--- src/rtl/channel_latch_scanner_if.sv ---
// Bus bundle between the demux stage and the channel latch/scanner.
// master = demux side (drives channel bytes and capture controls), slave = scanner.
interface channel_latch_scanner_if;
    logic [7:0] y0, y1, y2, y3, y4, y5, y6, y7;
    logic [2:0] sel;
    logic       wr_en;
    logic       clear;
    logic [7:0] scan_data;
    logic [7:0] scan_en;
    logic [2:0] scan_idx;
    logic [7:0] valid;
    logic       frame_done;

    modport master (
        output y0, y1, y2, y3, y4, y5, y6, y7, sel, wr_en, clear,
        input  scan_data, scan_en, scan_idx, valid, frame_done
    );

    modport slave (
        input  y0, y1, y2, y3, y4, y5, y6, y7, sel, wr_en, clear,
        output scan_data, scan_en, scan_idx, valid, frame_done
    );
endinterface

--- src/rtl/channel_latch_scanner.sv ---
// Latches the demux channel byte selected by sel into one of eight holding registers
// and scans the held bytes round-robin onto a one-hot-enabled output bus.
module channel_latch_scanner #(
    parameter int SCAN_DIV   = 4,
    parameter bit SKIP_EMPTY = 1'b0
) (
    input  logic                    clk,
    input  logic                    rst_n,
    channel_latch_scanner_if.slave  bus
);
    localparam logic [15:0] DIV_LAST = 16'(SCAN_DIV - 1);

    logic [7:0] ydata      [8];
    logic [7:0] slot_data  [8];
    logic [7:0] slot_valid;

    assign ydata[0] = bus.y0;
    assign ydata[1] = bus.y1;
    assign ydata[2] = bus.y2;
    assign ydata[3] = bus.y3;
    assign ydata[4] = bus.y4;
    assign ydata[5] = bus.y5;
    assign ydata[6] = bus.y6;
    assign ydata[7] = bus.y7;

    genvar gi;
    generate
        for (gi = 0; gi < 8; gi++) begin : g_slot
            logic [7:0] data_reg;
            logic       valid_reg;

            // clear takes priority over a capture on the same edge
            always_ff @(posedge clk or negedge rst_n) begin
                if (!rst_n) begin
                    data_reg  <= 8'h00;
                    valid_reg <= 1'b0;
                end else if (bus.clear) begin
                    data_reg  <= 8'h00;
                    valid_reg <= 1'b0;
                end else if (bus.wr_en && (bus.sel == 3'(gi))) begin
                    data_reg  <= ydata[gi];
                    valid_reg <= 1'b1;
                end
            end

            assign slot_data[gi]  = data_reg;
            assign slot_valid[gi] = valid_reg;
        end
    endgenerate

    logic [15:0] cnt_reg, cnt_next;
    logic [2:0]  idx_reg, idx_next;
    logic        wrap_next;
    logic        tick;
    logic        found;
    logic [2:0]  cand;

    assign tick     = (cnt_reg == DIV_LAST);
    assign cnt_next = tick ? 16'd0 : cnt_reg + 16'd1;

    // Skip mode searches idx+1..idx+8, so a lone valid slot equal to idx is found last and counts as a wrap.
    always_comb begin
        idx_next  = idx_reg;
        wrap_next = 1'b0;
        found     = 1'b0;
        cand      = idx_reg;
        if (tick) begin
            if (!SKIP_EMPTY) begin
                idx_next  = idx_reg + 3'd1;
                wrap_next = (idx_reg == 3'd7);
            end else begin
                for (int k = 1; k <= 8; k++) begin
                    cand = idx_reg + 3'(k);
                    if (!found && slot_valid[cand]) begin
                        found    = 1'b1;
                        idx_next = cand;
                    end
                end
                wrap_next = found && (idx_next <= idx_reg);
            end
        end
    end

    logic [7:0] scan_data_reg;
    logic [7:0] scan_en_reg;
    logic [2:0] scan_idx_reg;
    logic       frame_done_reg;

    always_ff @(posedge clk or negedge rst_n) begin
        if (!rst_n) begin
            cnt_reg        <= 16'd0;
            idx_reg        <= 3'd0;
            frame_done_reg <= 1'b0;
            scan_data_reg  <= 8'h00;
            scan_en_reg    <= 8'h00;
            scan_idx_reg   <= 3'd0;
        end else begin
            cnt_reg        <= cnt_next;
            idx_reg        <= idx_next;
            frame_done_reg <= wrap_next;
            // Output stage sees the index and slot contents as left by the previous edge.
            scan_idx_reg   <= idx_reg;
            scan_data_reg  <= slot_valid[idx_reg] ? slot_data[idx_reg] : 8'h00;
            scan_en_reg    <= slot_valid[idx_reg] ? (8'd1 << idx_reg) : 8'h00;
        end
    end

    assign bus.scan_data  = scan_data_reg;
    assign bus.scan_en    = scan_en_reg;
    assign bus.scan_idx   = scan_idx_reg;
    assign bus.valid      = slot_valid;
    assign bus.frame_done = frame_done_reg;
endmodule
--- src/flat_wrapper.sv ---
// flat-port wrapper written by rule: the top's interface ports become plain ports
module channel_latch_scanner_flat 
#(
    parameter int SCAN_DIV   = 4,
    parameter bit SKIP_EMPTY = 1'b0
)
  (clk, rst_n, bus_y0, bus_y1, bus_y2, bus_y3, bus_y4, bus_y5, bus_y6, bus_y7, bus_sel, bus_wr_en, bus_clear, bus_scan_data, bus_scan_en, bus_scan_idx, bus_valid, bus_frame_done);
  channel_latch_scanner_if bus_i ();
  input  logic clk;
  input  logic rst_n;
  input wire logic [$bits(bus_i.y0)-1:0] bus_y0;
  input wire logic [$bits(bus_i.y1)-1:0] bus_y1;
  input wire logic [$bits(bus_i.y2)-1:0] bus_y2;
  input wire logic [$bits(bus_i.y3)-1:0] bus_y3;
  input wire logic [$bits(bus_i.y4)-1:0] bus_y4;
  input wire logic [$bits(bus_i.y5)-1:0] bus_y5;
  input wire logic [$bits(bus_i.y6)-1:0] bus_y6;
  input wire logic [$bits(bus_i.y7)-1:0] bus_y7;
  input wire logic [$bits(bus_i.sel)-1:0] bus_sel;
  input wire logic [$bits(bus_i.wr_en)-1:0] bus_wr_en;
  input wire logic [$bits(bus_i.clear)-1:0] bus_clear;
  output wire logic [$bits(bus_i.scan_data)-1:0] bus_scan_data;
  output wire logic [$bits(bus_i.scan_en)-1:0] bus_scan_en;
  output wire logic [$bits(bus_i.scan_idx)-1:0] bus_scan_idx;
  output wire logic [$bits(bus_i.valid)-1:0] bus_valid;
  output wire logic [$bits(bus_i.frame_done)-1:0] bus_frame_done;
  assign bus_i.y0 = bus_y0;
  assign bus_i.y1 = bus_y1;
  assign bus_i.y2 = bus_y2;
  assign bus_i.y3 = bus_y3;
  assign bus_i.y4 = bus_y4;
  assign bus_i.y5 = bus_y5;
  assign bus_i.y6 = bus_y6;
  assign bus_i.y7 = bus_y7;
  assign bus_i.sel = bus_sel;
  assign bus_i.wr_en = bus_wr_en;
  assign bus_i.clear = bus_clear;
  assign bus_scan_data = bus_i.scan_data;
  assign bus_scan_en = bus_i.scan_en;
  assign bus_scan_idx = bus_i.scan_idx;
  assign bus_valid = bus_i.valid;
  assign bus_frame_done = bus_i.frame_done;
  channel_latch_scanner #(.SCAN_DIV(SCAN_DIV), .SKIP_EMPTY(SKIP_EMPTY)) u_core (.clk(clk), .rst_n(rst_n), .bus(bus_i));
endmodule
--- config.mk ---
export PLATFORM = sky130hd
export DESIGN_NAME = channel_latch_scanner_flat
export DESIGN_NICKNAME = d
export VERILOG_FILES = /design/src/rtl/channel_latch_scanner_if.sv /design/src/rtl/channel_latch_scanner.sv /design/src/flat_wrapper.sv
export SDC_FILE = /design/constraint.sdc
export NUM_CORES = 1
export LEC_CHECK = 0
export CORE_MARGIN = 10
export CORE_UTILIZATION = 52
export CTS_CLUSTER_DIAMETER = 50
export DETAILED_ROUTE_END_ITERATION = 7
export GPL_TIMING_DRIVEN = 0
export PLACE_DENSITY_LB_ADDON = 0.15
export SETUP_SLACK_MARGIN = 0.4
export SKIP_LAST_GASP = 1
export SYNTH_ARGS = -nofsm -noshare
export SYNTH_HDL_FRONTEND = slang
export SYNTH_SLANG_ARGS = --single-unit
--- constraint.sdc ---
create_clock -name clk -period 1.8 [get_ports clk]
set_input_delay 0.45 -clock clk [delete_from_list [all_inputs] [get_ports clk]]
set_output_delay 0.45 -clock clk [all_outputs]
set_load 0.01 [all_outputs]
Word level (Yosys, flattened, before mapping) --
Cells that the tools add are included.
Operators by class: multiplexer cells 41, add/sub/neg operators 2, bitwise operators 1, shift operators 1, reduce and logical (&&, ||, !) cells 17, equal/unequal tests 9, magnitude comparators 2
Operators with widths (count):
- $mux 8 | 20
- $bmux 8 s3 | 1
- $mux 1 | 18
- $add 16x1->16 const B | 1
- $eq 16x2->1 const B | 1
- $mux 16 | 1
- $reduce_bool 2->1 | 8
- $eq 3x3->1 const B | 5
- $logic_and 1x1->1 | 8
- $shl 1x3->8 const A | 1
- $eq 3x2->1 const B | 2
- $ge 4x4->1 const B | 1
- $lt 3x4->1 const B | 1
- $not 3->4 | 1
- $add 3x1->3 const B | 1
- $bmux 1 s3 | 1
- $eq 3x1->1 const B | 1
- $logic_not 3->1 | 1
Storage, ports and cells: bits in registers 111, word-level logic and storage cells 95, bits of input ports 71, output and inout bits 28

Depth between registers and ports, before layout --
depth in word-level cells 5, gate-level depth with buffers 5, mapped depth without buffers 4

Worst setup path before layout --
No wires, ideal clock.
path kind register -> register, start reg u_core.cnt_reg[0], end reg u_core.idx_reg[1], path slack 310 ps, data arrival time 1366 ps, path buffers 0, cell stages (with the launch flop) 5, setup time 125 ps, required time 1675 ps, period minus slack after synthesis 1490 ps, cell sequence dfrtp_1 ha_1 nor4b_1 nand4_1 mux2_2
Between the ends: longest elaborated chain between the ends 1
RTL lines:
- start: declaration | RTL line channel_latch_scanner.sv:51 | logic [15:0] cnt_reg, cnt_next;
- start signal: assignment | RTL line channel_latch_scanner.sv:98 | cnt_reg <= cnt_next;
- $eq 16x2->1 | RTL line channel_latch_scanner.sv:58 | assign tick = (cnt_reg == DIV_LAST);
- end signal: assignment | RTL line channel_latch_scanner.sv:99 | idx_reg <= idx_next;
- end: declaration | RTL line channel_latch_scanner.sv:52 | logic [2:0] idx_reg, idx_next;
No other way between the ends. A chain may end at the register's enable or synchronous reset.

Worst setup path after layout --
start reg u_core.g_slot[3].valid_reg, end reg u_core.scan_data_reg[2], in the netlist u_core.bus.scan_data[2]
Between the ends: longest elaborated chain between the ends 3
RTL lines:
- start: declaration | RTL line channel_latch_scanner.sv:30 | logic valid_reg;
- start signal: assignment | RTL line channel_latch_scanner.sv:36 | valid_reg <= 1'b0;
- start signal: assignment | RTL line channel_latch_scanner.sv:39 | valid_reg <= 1'b0;
- start signal: assignment | RTL line channel_latch_scanner.sv:42 | valid_reg <= 1'b1;
- $bmux 1 s3 | RTL line channel_latch_scanner.sv:103 | scan_data_reg <= slot_valid[idx_reg] ? slot_data[idx_reg] : 8'h00;
- $mux 1 (not written as such) | RTL line channel_latch_scanner.sv:103
- $mux 8 | RTL line channel_latch_scanner.sv:103
- end signal: assignment | RTL line channel_latch_scanner.sv:103
- end: declaration | RTL line channel_latch_scanner.sv:84 | logic [7:0] scan_data_reg;
No other way between the ends. The select of a mux whose other input is x is not followed.

==> results.py <==
metrics = {
    "pwr": {
        "ir_drop_mv": 0.4972,
        "leakage_nw": 3.070,
        "p_per_area_mw_per_mm2": 673.1,
    },
    "synthesis": {
        "synth_warnings": 0,
        "synth-edff-count": 0,
        "synth.distinct_cells": 32,
        "syn_nets": 535,
        "synth_cells": 457,
        "syn_avg_cell_area_sq_um": 11.13,
        "synth_ff_type": "dfrtp_1",
        "ys_seq_area_share_pct": 54.63,
        "async_flop_share_pct": 100.0,
        "ys_seq_elements": 111,
        "syn_area_sq_mm": 0.005085,
    },
    "clocking": {
        "ctsHoldBuffers": 0,
        "clk_latency_ns": 0.37,
        "cts_buffer_depth": 2,
        "cts_buffers": 9,
        "cts_tree": "built",
        "cts-root-buf": "clkbuf_8",
        "cts.clk_slew.worst_paths_ns": 0.10,
        "htree_levels": 3,
        "clkSinkCount": 111,
    },
    "timing": {
        "rsz0062_at_grt": "true",
        "slew_headroom_pct": 57.33,
        "fmax_ghz": 0.6282,
        "hold_viol_final": 0,
        "skew_ns": 0.01126,
        "finalMaxSlewViolations": 0,
        "setup_viol": 0,
        "finalCritPeriodShare_pct": 88.44,
        "fin_crit_ns": 1.592,
        "tightestPinTransition_ns": 0.6401,
    },
    "final_layout": {
        "final_area_sq_mm": 0.006940,
        "largest_reg_flops": 64,
        "syn2layout_area_growth_pct": 36.49,
        "nNetsFinal": 678,
        "final_util_pct": 72.00,
        "num_antenna_cells": 0,
        "drive_above_1_share_pct": 26.94,
    },
    "die": {
        "initial_core_util_pct": 52.75,
        "ioPinCount": 99,
        "dieArea_sq_mm": 0.01413,
        "core_area_sq_mm": 0.009639,
        "die_y_um": 118.9,
        "fp-row-count": 36,
        "die_w_um": 118.9,
    },
    "setup_path": {
        "worstSetupEndpointType": "flop",
        "crit_chain": "buf_4 -> mux4_2 -> mux2i_4 -> buf_12 -> a21oi_2",
        "critPathSlowestCell": "mux4_2",
        "max_stage_delay_ns": 0.47,
        "crit_type": "reg -> reg",
        "startpoint_type": "flop",
        "cp.required_ns": 2.06,
        "cp_data_arrival_time_ns": 1.85,
        "path_max_fanout": 8,
    },
    "flow_run": {
        "maxCapViolCount": 0,
    },
    "global_routing": {
        "grt_pass1_vias": 4121,
        "grtUsageTotal_pct": 18.75,
        "grt_pass1_wl_um": 21260,
        "grt-ovfl-total": 0,
        "antenna_found_initial": 0,
        "grt_max_degree": 63,
    },
    "placed_design": {
        "dp_hpwl_um": 9471,
        "placed_area_sq_mm": 0.006264,
        "portBuffers": 97,
        "gp_congestion": 0.8347,
    },
    "min_path": {
        "worstHoldPathType": "in -> async",
    },
    "detailed_routing": {
        "wl_per_cell_um": 18.58,
        "viasPerCell": 5.333,
        "drc": 0,
        "drt_iter0_drc": 328,
        "routed_wl_um": 13710,
        "dr_total_vias": 3936,
        "first_pass_iters": 4,
        "postRouteAntennaNets": 0,
    },
    "status": {
        "outcome": "completed",
    },
}
timing repair:
action	CTS	global route
gates resized for setup	168	33
gates cloned	3	1
setup buffers	22	8
pin swaps	6	7
endpoints found under the setup margin	125	87
worst max-delay path, delay by kind of cell (launching register included):
family / cells / cell delay, ns
mux: 2 / 0.69
flops: 1 / 0.44
buf+inv: 2 / 0.34
compound gates: 1 / 0.03
cell type report:
class / count / area (sq um)
plain buffers: 38 / 307.8
clock buffers: 9 / 123.9
clock inverters: 7 / 103.9
fillers: 734 / 2699
inverters: 5 / 18.77
multi-input cells: 303 / 2208
flip-flops and latches: 111 / 2781
well taps: 133 / 166.4
repair buffers: 132 / 1230
kinds of logic (layout without fill, tap and decap cells):
| group | after synthesis | in the layout | synth area share [%] |
|---|---|---|---|
| and+or+nand+nor | 186 | 186 | 17.37 |
| xor gates and xnor gates | 15 | 15 | 2.584 |
| adders and majority gates | 7 | 7 | 1.722 |
| buffers and inverters | 43 | 191 | 4.528 |
| muxes | 47 | 47 | 14.44 |
| DFF | 111 | 111 | 54.63 |
| AOI/OAI and AO/OA | 48 | 48 | 4.724 |
cells in the mapped netlist, types with 2 or more instances:
cell type / count / area share (%)
a21oi_1: 48 / 4.7
xnor2_1: 13 / 2.2
and4_1: 5 / 0.86
inv_1: 5 / 0.37
mux4_2: 20 / 8.9
buf_4: 13 / 1.9
and3_1: 9 / 1.1
dfrtp_1: 111 / 55
and4b_1: 3 / 0.59
clkbuf_1: 14 / 1.0
nor2_1: 43 / 3.2
buf_2: 10 / 0.98
nand4b_1: 3 / 0.52
nand3_1: 3 / 0.30
nand4_1: 9 / 1.1
and2_1: 3 / 0.37
mux2i_1: 25 / 4.9
ha_1: 7 / 1.7
and4bb_2: 2 / 0.49
xor2_1: 2 / 0.34
nand2_1: 98 / 7.2
through the flow:
stage	hold WS (ns)	std cells	setup TNS (ns)	total power, mW	setup WS [ns]
5_1_grt	0.1352	738	0	4.837	0.1816
2_1_floorplan	0.1544	457	0	2.733	0.3227
3_3_place_gp	0.4641	687	-436.40	2.999	-3.819
4_1_cts	0.1051	729	0	4.692	0.2609
6_report	0.09056	738	0	4.672	0.2080
3_5_place_dp	0.4682	688	-15.86	3.012	-0.3110
path summary, 6_finish.rpt:
check                                          endpoint  depth (start not counted)  slack, ns                        from
hold / removal                    u_core.bus.scan_en[6]                          1       0.09                       rst_n
setup reg to reg                u_core.bus.scan_data[2]                          5       0.21  u_core.g_slot[3].valid_reg
max in group asynchronous             u_core.idx_reg[0]                          2       1.00                       rst_n
setup / recovery                u_core.bus.scan_data[2]                          5       0.21  u_core.g_slot[3].valid_reg
hold reg to reg                      u_core.cnt_reg[15]                          1       0.49          u_core.cnt_reg[15]
min in group clk           u_core.g_slot[6].data_reg[3]                          2       0.46                   bus_clear
layout by cell type (no fill, tap or decap), types with 2 or more instances in the layout:
master	Yosys	routed
dfrtp_1	111	108
dfrtp_2	0	3
buf_2	10	25
clkinvlp_4	0	2
clkdlybuf4s50_1	0	64
buf_12	0	2
nor4b_4	1	2
nand4b_1	3	3
nand2_1	98	98
and2_1	3	2
nor2_2	0	2
buf_4	13	26
and3_4	0	5
and3_1	9	4
inv_1	5	5
clkbuf_8	0	9
a21oi_2	0	8
clkbuf_1	14	9
buf_6	1	31
mux4_2	20	20
nand4_1	9	9
mux2i_1	25	25
a21oi_1	48	40
clkbuf_2	0	7
ha_1	7	6
and4_1	5	5
xor2_1	2	2
nand3_1	3	3
nor2_1	43	41
bufinv_16	0	2
and4bb_2	2	2
xnor2_1	13	12
and4b_1	3	3
where the power goes:
part / internal, mW / switching (mW) / leakage, nW
logic: 0.257 / 0.210 / 1.44
clock network: 0.800 / 0.855 / 0.108
registers: 2.53 / 0.0226 / 1.52
layer usage:
layer / vias up / part of all wire, % / GRT usage, %
li1: 1837 / - / -
met1: 1944 / 40 / 23.39
met2: 139 / 51 / 32.23
met3: 16 / 6.9 / 4.440
met4: 0 / 1.3 / 4.580
met5: - / 0 / 0
No activity file was read; power rests on OpenSTA's default activity.
==> RTL change 1: new RTL, same settings <==
`SKIP_EMPTY` is set to 1'b0 in 2 places; all go to 1'b1.
--- a/src/rtl/channel_latch_scanner.sv
+++ b/src/rtl/channel_latch_scanner.sv
@@ -3,5 +3,5 @@
 module channel_latch_scanner #(
     parameter int SCAN_DIV   = 4,
-    parameter bit SKIP_EMPTY = 1'b0
+    parameter bit SKIP_EMPTY = 1'b1
 ) (
     input  logic                    clk,
--- a/src/flat_wrapper.sv
+++ b/src/flat_wrapper.sv
@@ -3,5 +3,5 @@
 #(
     parameter int SCAN_DIV   = 4,
-    parameter bit SKIP_EMPTY = 1'b0
+    parameter bit SKIP_EMPTY = 1'b1
 )
   (clk, rst_n, bus_y0, bus_y1, bus_y2, bus_y3, bus_y4, bus_y5, bus_y6, bus_y7, bus_sel, bus_wr_en, bus_clear, bus_scan_data, bus_scan_en, bus_scan_idx, bus_valid, bus_frame_done);
Formal check against the unedited RTL: not equivalent (a bounded check fails within 10 cycles, from zero or initial values and one cycle with rst_n low).
==> RTL change 1 against the unedited design <==
Synthesized cell count grew 30%; synthesized area grew 14%; cell area grew 24%; sequential cell count is the same; the flow now finishes with violations (negative setup slack); routed wire length grew 54%; setup slack lost 2400 ps.
Power is not compared: it rests on default switching activity, and its combinational part moved more than twofold at a synthesized area within 25%.
==> RTL change 1: results (changes against the unedited design) <==
** Critical path
- The endpoint identified for the worst register-to-register timing path is u_core.bus.frame_done.
- Worst-path cell with the longest stage delay :: dfrtp_2
- Data arrival time of the critical path :: 4280 ps (+2430 ps)
- Launching point of the worst reg2reg path :: u_core.idx_reg[1]
- The largest fanout on the critical path was 12 (+4).
- The delay of the slowest cell on the worst path is 450 ps (-20 ps).
- Cell depth of the worst flop-to-flop path :: 17 (+12)

** CTS
- Cts bufs inserted :: 9 (unchanged)
- Clk Latency, worst-skew pair :: 390 ps (+20 ps)
- After clock tree synthesis, the clock-pin slew on the worst setup and hold paths is 110 ps.
- The level count of the clock H-tree was 3 (unchanged).
- The tree is rooted in a clkbuf_8.
- Number of buffers on the longest clock path :: 2 (unchanged)

** Drt
- Vias per std cell :: 6.109 (+15%)
- The wire length after detailed routing came to 21100 µm (+54%).
- Detailed-route wire length per cell :: 22.28 µm (+20%)
- Initial DRC Count :: 690 (+110%)
- The iteration count of the initial detailed-routing pass came to 7 (+3).

** Power
- For this design the static power due to leakage is 0.003762 µW.
- Net switching is 39.54% of the power.
- Maximum VDD drop :: 1188 µV

** Global routing
- Number of antenna violations at the first check in global routing :: 0 (unchanged)
- Aggregate global-route resource usage :: 23.46% (+4.7 points)
- Global-route wire length before repair :: 30090 µm (+42%)
- The pin count of the biggest net entering global routing is 74 (+17%).
- The via count of the first global-routing pass is 5782 (+40%).

** Placed design
- The sum of net half-perimeters after detailed placement is 11950 µm (+26%).
- The setup slack after placement came to -2316 ps (-2005 ps).
- Number of placed instances with taps included :: 828 (+20%)
- Weighted congestion at the end of routability-driven global placement :: 0.8745 (+4.8%)
- The number of I/O port buffers was 95 (-2.1%).

** Final layout
- Ratio of cells with drive above 1 in the final layout :: 36.06% (+9.1 points)
- The count of inserted antenna diode cells came to 0 (unchanged).
- The number of flip-flops in the largest register was 64 (unchanged).
- Final layout net count :: 885 (+31%)
- Filler instances :: 653 (-11%)

** Synth
- The share of synthesized registers carrying an async set or reset is 100.0% (unchanged).
- Most repeated cell in the gate-level netlist after synthesis :: nand2_1
- Predominant post-synthesis flop cell :: dfrtp_1
- Synthesis warning total :: 0 (unchanged)
- Register area share after synthesis :: 48.00% (-6.6 points)
- The count of cell types in the netlist is 49 (+53%).
- Ranked by instance count, the synthesized netlist is headed by nand2_1, dfrtp_1, a21oi_1.
- In the post-synthesis netlist, the biggest area contributors are dfrtp_1, nand2_1, mux4_2, a21oi_1, nor2_1.
- Number of nets in the synthesized netlist :: 675 (+26%)
- Average instance area after synthesis :: 9.775 µm² (-12%)

** Timing
- Endpoints failing setup :: 15 (+15)
- The total negative slack was -8754 ps (-8754 ps).
- The post-route worst hold slack is 29.58 ps (-60.98 ps).
- Worst clock skew :: 20.27 ps (+9.010 ps)
- The remaining max-slew budget at the tightest pin came to 48.77% (-8.6 points).
- The least setup slack across all paths after layout was -2201 ps (-2409 ps).

** Run status
- The final reports fail on negative setup slack.
- The flow ran to the end, but the final reports show violations.

** Hold path
- The min-delay analysis places its worst path in the category primary input to async pin.
RTL change 1: cell count changes after synthesis, sizes merged, moves of 6 or more:
cell	unedited run	this run
mux4	20	26
nand2	98	164
o21ai	0	7
buf	24	17
mux2i	26	13
a21oi	48	79
RTL change 1: cell type report:
cell class                 instances  share of cell area [%]
tap                              140                   2.043
clock inverter                     4                  0.4378
timing repair buffer             197                   21.13
multi-input combinational        442                   37.87
inverter                           8                  0.5984
buffer                            33                   3.532
sequential                       111                   32.57
clock buffer                      12                   1.810
RTL change 1: how the worst max path moves through the flow:
stage | from | to | slack, ps | depth (start not counted)
2_1_floorplan | u_core.idx_reg[1] | u_core.bus.frame_done | -1770 | 17
3_3_place_gp | rst_n | u_core.g_slot[4].data_reg[4] | -3820 | 1
3_5_place_dp | u_core.idx_reg[2] | u_core.bus.frame_done | -2320 | 15
4_1_cts | u_core.idx_reg[1] | u_core.bus.frame_done | -1930 | 17
5_1_grt | u_core.idx_reg[1] | u_core.bus.frame_done | -2250 | 17
6_report | u_core.idx_reg[1] | u_core.bus.frame_done | -2200 | 17
RTL change 1: routing by layer:
| layer | global-route usage [%] | wire length (µm) |
|---|---|---|
| met1 | 27.57 | 7642 |
| met5 | 0 | 0 |
| met2 | 40.33 | 10310 |
| met3 | 5.619 | 1898 |
| met4 | 9.417 | 1253 |
RTL change 1: cells by family (layout without fill, tap and decap cells):
logic type      count (synthesis)  after routing  share of synthesized area, %
compound gates                103            103                         9.730
xor+xnor                       17             17                         2.573
fa+ha+maj                      12             12                         2.595
buf+inv                        41            254                         3.546
simple gates                  266            268                         20.32
flops                         111            111                         48.00
mux                            42             42                         13.23
RTL change 1: per-stage QoR:
stage                     util (%)  instance area [µm²]
final                        78.74                 8573
after global routing         78.74                 8573
after CTS                    74.53                 8115
after detailed placement     64.99                 7076
after global placement       64.76                 7051
after floorplan                  -                 5924
RTL change 1: power by group through the flow:
stage | Combinational (µW) | Clock, µW | Sequential (µW)
6_report | 6210 | 1490 | 2690
5_1_grt | 6430 | 1590 | 2700
3_5_place_dp | 3670 | 0 | 2760
2_1_floorplan | 2720 | 0 | 2740
4_1_cts | 4660 | 1490 | 2680
3_3_place_gp | 3530 | 0 | 2760
RTL change 1: worst max-delay path: cells and delay by family (launching register included):
| family | cells | cell delay (ps) |
|---|---|---|
| flip-flops | 1 | 450 |
| XOR/XNOR | 1 | 210 |
| multiplexers | 1 | 400 |
| buffers and inverters | 5 | 710 |
| AND/OR/NAND/NOR | 2 | 400 |
| AO/OA/AOI/OAI | 6 | 1090 |
| adder cells (fa/ha/maj) | 2 | 620 |
RTL change 1: repair_timing:
item | in CTS | in global routing
resized for setup | 209 | 60
endpoints found under the setup margin | 126 | 93
cloned | 3 | 0
setup buffers | 69 | 31
pin swaps | 30 | 31
==> RTL change 2: new RTL, same flow settings <==
Without the edit above. `scan_data_reg` no longer has a reset.
--- a/src/rtl/channel_latch_scanner.sv
+++ b/src/rtl/channel_latch_scanner.sv
@@ -92,5 +92,4 @@
             idx_reg        <= 3'd0;
             frame_done_reg <= 1'b0;
-            scan_data_reg  <= 8'h00;
             scan_en_reg    <= 8'h00;
             scan_idx_reg   <= 3'd0;
@@ -101,7 +100,10 @@
             // Output stage sees the index and slot contents as left by the previous edge.
             scan_idx_reg   <= idx_reg;
-            scan_data_reg  <= slot_valid[idx_reg] ? slot_data[idx_reg] : 8'h00;
             scan_en_reg    <= slot_valid[idx_reg] ? (8'd1 << idx_reg) : 8'h00;
         end
+    end
+
+    always_ff @(posedge clk) begin
+        scan_data_reg <= slot_valid[idx_reg] ? slot_data[idx_reg] : 8'h00;
     end
 
Behaviour: differs if rst_n is asserted again (counterexample within 4 cycles, from zero or initial values and one cycle with rst_n low); with rst_n held inactive, the same outputs for 10 cycles.
==> RTL change 2 against the unedited design <==
Utilization grew 0.62 points; setup slack got worse by 120 ps; critical path depth unchanged; synthesized area grew 1.0%; sequential cell count unchanged; routed wire length is 8.2% higher; cell area up 1.3%; sequential power is essentially flat; fmax shrank 7.1%; total power fell by 0.48%; combinational power shrank 2%.
==> RTL change 2: results (changes against the unedited design) <==
** Synth
- The commonest cells after synthesis are dfrtp_1, nand2_1, nor2_1.
- The post-synthesis sequential area ratio is 53.29% (-1.3 points).
- Leading cell types by total area after synthesis :: dfrtp_1, mux2i_1, nand2_1, mux4_2, a21oi_1
- The count of cell types in the netlist is 38 (+19%).
- The share of synthesized registers carrying an async set or reset is 92.79% (-7.2 points).

** Power
- The worst vdd rail ir drop came to 462.8 µV (-6.9%).

** Placed design
- Half-perimeter wire length after placement :: 9485 µm (+0.15%)
- The post-place instance area is 6326 µm² (+1.0%).
- Worst setup timing slack at the placement stage :: -337.4 ps (-26.44 ps)

** Critical path
- In this run the critical register-to-register path is captured at u_core.bus.scan_data[4].
- The delay of the slowest cell on the worst path came to 510 ps (+40 ps).
- Flop2flop setup slack :: 90 ps (-120 ps)
- Data arrival time of the critical path :: 1970 ps (+120 ps)

** Global routing
- The global-route track usage on met3 is 5.196% (+0.76 points).
- The met2 usage was 34.16% (+1.9 points).
- The total track usage is 20.00% (+1.3 points).
- The global-route wire length before repair came to 22840 µm (+7.4%).

** Timing
- The post-route worst hold slack is 52.35 ps (-38.21 ps).
- The time the worst path needs with I/O delays and setup was 1713 ps (+121.1 ps).
- The setup clock skew after layout was 13.28 ps (+2.018 ps).

** Drt
- Initial DRC Count :: 368 (+12%)
- Final routed wirelength across all metal layers :: 14830 µm (+8.2%)
- DRT Pass-1 Iters :: 7 (+3)
- The mean number of vias per cell was 5.554 (+4.1%).
- The met2 wirelength from detailed routing came to 7759 µm (+10%).
- Routed metal-1 wire length :: 5744 µm (+3.9%)

** Final layout
- Filler instances :: 693 (-5.6%)
- The proportion of layout cells with a drive suffix above 1 was 26.61% (-0.33 points).

** Run status
- Run status :: completed
RTL change 2: repair_timing:
item                       CTS  global route
resized for setup          157            45
buffers inserted            23             7
cloned                       3             1
pin swaps                    5             6
setup endpoints to repair  127            82
hold buffers                 0             0
RTL change 2: area by class of cell:
cell class	count	area (µm²)	share of cell area, %
repair buffers	132	1271	18.08
plain buffers	39	342.8	4.875
flip-flops and latches	111	2748	39.07
inverters	5	21.27	0.3024
clock buffers	11	141.4	2.010
multi-input cells	302	2261	32.15
clock inverters	5	81.33	1.156
well taps	133	166.4	2.366
RTL change 2: worst max path at each step:
stage	start	end	slack (ps)
3_3_place_gp	rst_n	u_core.idx_reg[0]	-3860
3_5_place_dp	bus_sel[1]	u_core.g_slot[0].data_reg[1]	-340
4_1_cts	u_core.g_slot[7].valid_reg	bus_valid[7]	140
2_1_floorplan	u_core.idx_reg[0]	u_core.bus.scan_data[0]	370
6_report	u_core.idx_reg[0]	u_core.bus.scan_data[4]	90
5_1_grt	u_core.idx_reg[0]	u_core.bus.scan_data[4]	50
RTL change 2: power by group:
group	switching [µW]	total, µW	internal [µW]
sequential	22.1	2550	2520
clock	822	1640	823
combinational	209	458	249
RTL change 2: logic make-up (layout without fill, tap and decap cells):
kind of cell,count (synthesis),count (layout),synth area share (%)
adders and majority gates,7,7,1.705
AOI/OAI and AO/OA,42,42,4.311
and+or+nand+nor,182,182,17.61
xor gates and xnor gates,15,15,2.557
muxes,56,56,15.42
buffers and inverters,44,192,5.114
DFF,111,111,53.29
RTL change 2: critical path, delay by kind of cell (launching register included):
kind	cells	cell delay, ps
buffers and inverters	2	250
AND/OR/NAND/NOR	1	110
flip-flops	1	500
multiplexers	2	730
